==> src/rtl/counter_pkg.sv <==
// Shared definitions for the wrapping up/down counter: default parameter
// values and the direction encoding of the up input.
package counter_pkg;

  localparam int DEF_MIN   = 0;
  localparam int DEF_MAX   = 31;
  localparam int DEF_WIDTH = 5;

  typedef enum logic {
    DIR_DOWN = 1'b0,
    DIR_UP   = 1'b1
  } dir_e;

endpackage

==> src/rtl/counter.sv <==
// Wrapping up/down counter over the closed range [MIN, MAX].
// The count is a plain register; the next value is chosen by comparing the
// current value against the range ends before any add/subtract, so the
// arithmetic never relies on modular overflow.
module counter
  import counter_pkg::*;
#(
  parameter int MIN   = DEF_MIN,
  parameter int MAX   = DEF_MAX,
  parameter int WIDTH = DEF_WIDTH
) (
  input  logic             clk,
  input  logic             reset,
  input  logic             up,
  input  logic             enable,
  output logic [WIDTH-1:0] count
);

  localparam longint TOP_CODE = (longint'(1) << WIDTH) - 1;

  // Reject ranges that are empty, inverted or do not fit in WIDTH bits.
  if (!((WIDTH > 0) && (WIDTH < 32) && (MIN >= 0) && (MIN < MAX) &&
        (longint'(MAX) <= TOP_CODE))) begin : g_bad_params
    $error("counter: parameters must satisfy 0 <= MIN < MAX <= 2**WIDTH-1");
  end

  localparam logic [WIDTH-1:0] MIN_V = WIDTH'(MIN);
  localparam logic [WIDTH-1:0] MAX_V = WIDTH'(MAX);
  localparam logic [WIDTH-1:0] ONE_V = WIDTH'(1);

  logic [WIDTH-1:0] cnt_p0;
  logic [WIDTH-1:0] cnt_nxt;
  logic             below_min;
  logic             above_max;

  // When a range end coincides with the end of the code space the
  // out-of-range test on that side cannot be true, so it is tied off.
  if (MIN == 0) begin : g_no_low_check
    assign below_min = 1'b0;
  end else begin : g_low_check
    assign below_min = (cnt_p0 < MIN_V);
  end

  if (longint'(MAX) == TOP_CODE) begin : g_no_high_check
    assign above_max = 1'b0;
  end else begin : g_high_check
    assign above_max = (cnt_p0 > MAX_V);
  end

  // Successor of a value when moving one step in the given direction.
  function automatic logic [WIDTH-1:0] step_count(
    input logic [WIDTH-1:0] cur,
    input dir_e             dir
  );
    logic [WIDTH-1:0] res;
    if (dir == DIR_UP) begin
      res = (cur == MAX_V) ? MIN_V : (cur + ONE_V);
    end else begin
      res = (cur == MIN_V) ? MAX_V : (cur - ONE_V);
    end
    return res;
  endfunction

  // Next-state selection: hold, recover from an illegal value, or step.
  always_comb begin
    cnt_nxt = cnt_p0;
    if (enable) begin
      if (below_min || above_max) begin
        cnt_nxt = MIN_V;
      end else begin
        cnt_nxt = step_count(cnt_p0, dir_e'(up));
      end
    end
  end

  // Count register; reset forces MIN regardless of enable and direction.
  always_ff @(posedge clk) begin
    if (reset) begin
      cnt_p0 <= MIN_V;
    end else begin
      cnt_p0 <= cnt_nxt;
    end
  end

  assign count = cnt_p0;

endmodule

==> config.mk <==
export PLATFORM = sky130hd
export DESIGN_NAME = counter
export DESIGN_NICKNAME = d
export VERILOG_FILES = /design/src/rtl/counter_pkg.sv /design/src/rtl/counter.sv
export SDC_FILE = /design/constraint.sdc
export NUM_CORES = 1
export LEC_CHECK = 0
export ABC_AREA = 1
export CAP_MARGIN = 20
export CORE_AREA = 4 4 41 43
export DETAILED_ROUTE_END_ITERATION = 7
export DIE_AREA = 0 0 45 47
export DONT_BUFFER_PORTS = 1
export GPL_ROUTABILITY_DRIVEN = 0
export PLACE_DENSITY = 0.51
export SYNTH_ARGS = -nofsm -noshare
export SYNTH_HDL_FRONTEND = slang
export SYNTH_SLANG_ARGS = --single-unit
==> constraint.sdc <==
create_clock -name clk -period 1.5 [get_ports clk]
set_clock_uncertainty 0.2 [all_clocks]
set_input_delay 0.45 -clock clk [delete_from_list [all_inputs] [get_ports clk]]
set_output_delay 0.45 -clock clk [all_outputs]
set_load 0.05 [all_outputs]
==> flow_summary_export.csv <==
group,metric,value,unit
status,outcome,"finished, violations left",
status,violations,"negative setup slack",
setup_path,end_kind,"primary output",
sta,timing.hold.ws,54.6,ps
sta,worst_slew_pin_slew,185,ps
setup_path,arrival,860,ps
drt,drc_errors,0,
drt,first_iter_violations,7,
setup_path,worst-path-max-fanout,3,
sta,setup_viol,1,
power,power_frac_comb,39.2,%
hold_path,hold_class,"input port to register",
yosys,synth_xor_area_share,4.27,%
final_layout,diodes,0,
setup_path,crit_family,"flip-flops",
yosys,yosys.area_share.adder,9.15,%
drt,wl,1070,µm
final_layout,seq_area,116,µm²
power,swShare,36.3,%
setup_path,worstPathCellList,"buf_6 -> buf_8",
floorplanning,coreArea,1300,µm²
grt,overflow,0,
yosys,syn_area_per_cell,6.84,µm²
yosys,netlist-cell-type-count,19,
clock_tree,clockBufferDepth,2,
clock_tree,cts_tree,"yes",
yosys,synth_compound_gate_area_share,13.1,%
final_layout,multi_input_area,294,µm²
floorplanning,row_count,13,
floorplanning,die_w,45,µm
grt,grt_pass1_vias,386,
clock_tree,clkTransAtPathRegs,40,ps
power,p_switching,0.189,mW
yosys,synth-simple-area-share,38.1,%
setup_path,required,850,ps
placed_design,dpl.hpwl,769,µm
placed_design,portBuffers,0,
sta,slew_headroom,87.6,%
power,p_leak,0.292,nW
drt,ant_nets,0,
power,p_int,0.331,mW
yosys,netlist_instances,60,
grt,grt_antenna_before_repair,0,
grt,grt_first_pass_wirelength,1660,µm
grt,grt_max_degree,8,
placed_design,dp_slack,20.1,ps
setup_path,cp.buffers_inverters,2,
final_layout,syn_to_final_growth,43.0,%
floorplanning,die_height,47,µm
drt,vias,429,
final_layout,fillers,145,
setup_path,startpoint_type,"register",
sta,fin_ws,-6.96,ps
sta,tns,-6.96,ps
final_layout,final_nets,81,
power,p_seq_share,31.0,%
yosys,synth_area,410,µm²
sta,finalHoldViolCount,0,
sta,drv_slew,0,
yosys,synth_top_family_by_area,"simple AND/OR/NAND/NOR gates",
clock_tree,cts.sinks,5,
final_layout,largest_register_ffs,5,
clock_tree,cts_inserted_buffers,3,
sta,rsz0062_at_grt,"true",
floorplanning,die_area,2120,µm²
clock_tree,htree_levels,1,
yosys,synth_seq_area_share,24.4,%
clock_tree,cts_root_buffer,"clkbuf_4",
setup_path,critPathKind,"register to primary output",
drt,wl_per_cell,12.2,µm
power,power.density,886,nW/µm²
drt,dr.pass1.iters,4,
sta,period_needed,1510,ps
floorplanning,start_util,31.5,%
yosys,syn-num-nets,67,
setup_path,critical-path-slowest-cell,"dfxtp_4",
flow_run,drv_cap,0,
yosys,muxShareOfSynthArea,0,%
setup_path,max_stage_delay,350,ps
clock_tree,clkLatencyLatePin,240,ps
drt,vias_per_cell,4.88,
sta,fmax,664,MHz
grt,grt.total_usage,11.7,%
sta,period_share,100,%
power,peakVddDrop,0.617,mV
power,p_clk_share,29.8,%
final_layout,post_route_cells_drive_above_1_share,42.5,%
yosys,ys_seq_elements,5,
yosys,yosysWarnings,0,
floorplanning,pin_count,9,
[Yosys cell counts]
cell type | number | area [µm²]
nand2_1 | 16 | 60.1
inv_1 | 8 | 30.0
nor2_1 | 7 | 26.3
dfxtp_1 | 5 | 100
nand3_1 | 5 | 25.0
a21oi_1 | 3 | 15.0
ha_1 | 3 | 37.5
nor2_4 | 2 | 22.5
a211oi_2 | 1 | 12.5
a21oi_2 | 1 | 8.76
buf_6 | 1 | 11.3
inv_2 | 1 | 3.75
nand2_2 | 1 | 6.26
nand3_2 | 1 | 10.0
nand4_1 | 1 | 6.26
o211ai_2 | 1 | 12.5
o21ai_0 | 1 | 5.00
xnor2_1 | 1 | 8.76
xor2_1 | 1 | 8.76
[per-stage QoR]
step	cell area [µm²]	total power [mW]	util (%)	std cells
2_1_floorplan	448	0.301	-	60
3_3_place_gp	508	0.339	39.0	81
3_5_place_dp	508	0.341	39.0	81
4_1_cts	549	0.510	42.2	85
5_1_grt	587	0.564	45.1	88
6_report	587	0.520	45.1	88
[final cells by class]
class | count | area share [%]
Clock buffer | 4 | 4.48
Inverter | 9 | 5.76
Multi-Input combinational cell | 45 | 50.1
Sequential cell | 5 | 19.8
Tap cell | 15 | 3.20
Timing Repair Buffer | 10 | 16.6
[layer usage]
metal,track usage [%],part of all wire [%],routed length [µm],vias to the layer above
met5,0,0,0,-
met3,7.28,6.8,73,2
met1,12.8,43,460,197
met2,18.1,49,528,11
li1,-,-,-,219
met4,5.26,0.93,10,0
[cells by family (layout without fill, tap and decap cells)]
kind of cell,after synthesis,count (layout)
XOR/XNOR,2,2
AND/OR/NAND/NOR,33,33
flip-flops,5,5
adder cells (fa/ha/maj),3,3
AO/OA/AOI/OAI,7,7
buffers and inverters,10,23
[final timing paths]
kind | from | to | slack, ps | cells after the start
setup / recovery | count[1] | count[1] | -7 | 2
hold / removal | reset | count[4] | 50 | 1
setup reg to reg | count[1] | count[4] | 50 | 8
hold reg to reg | count[4] | count[4] | 290 | 2
[power groups by stage]
stage          logic, mW  registers, mW  clock network, mW
6_report           0.204          0.161              0.155
5_1_grt            0.222          0.163              0.179
4_1_cts            0.185          0.164              0.160
3_5_place_dp       0.175          0.166                  0
3_3_place_gp       0.174          0.165                  0
2_1_floorplan     0.0948          0.206                  0
[cell usage in the layout (no fill, tap or decap)]
master	netlist	layout
nor2_2	0	1
buf_8	0	2
clkbuf_4	0	3
nand2_1	16	15
ha_1	3	1
o211ai_2	1	1
nand2_4	0	1
nand4_1	1	1
nand3_2	1	1
clkbuf_1	0	1
buf_4	0	6
inv_2	1	1
dfxtp_4	0	4
inv_1	8	8
nand3_1	5	5
a21oi_1	3	2
buf_6	1	2
nor2_1	7	6
xor2_1	1	1
o21ai_0	1	1
a211oi_2	1	1
nand2_2	1	1
ha_2	0	1
dfxtp_2	0	1
xnor2_1	1	1
a21oi_2	1	2
ha_4	0	1
nor2_4	2	2
[timing repair]
item	CTS	global route
hold buffers	0	0
pin swaps	0	2
gates resized for setup	4	4
setup buffers	0	3
setup endpoints to repair	2	7
Note: power is estimated with default switching activity, not from simulation.
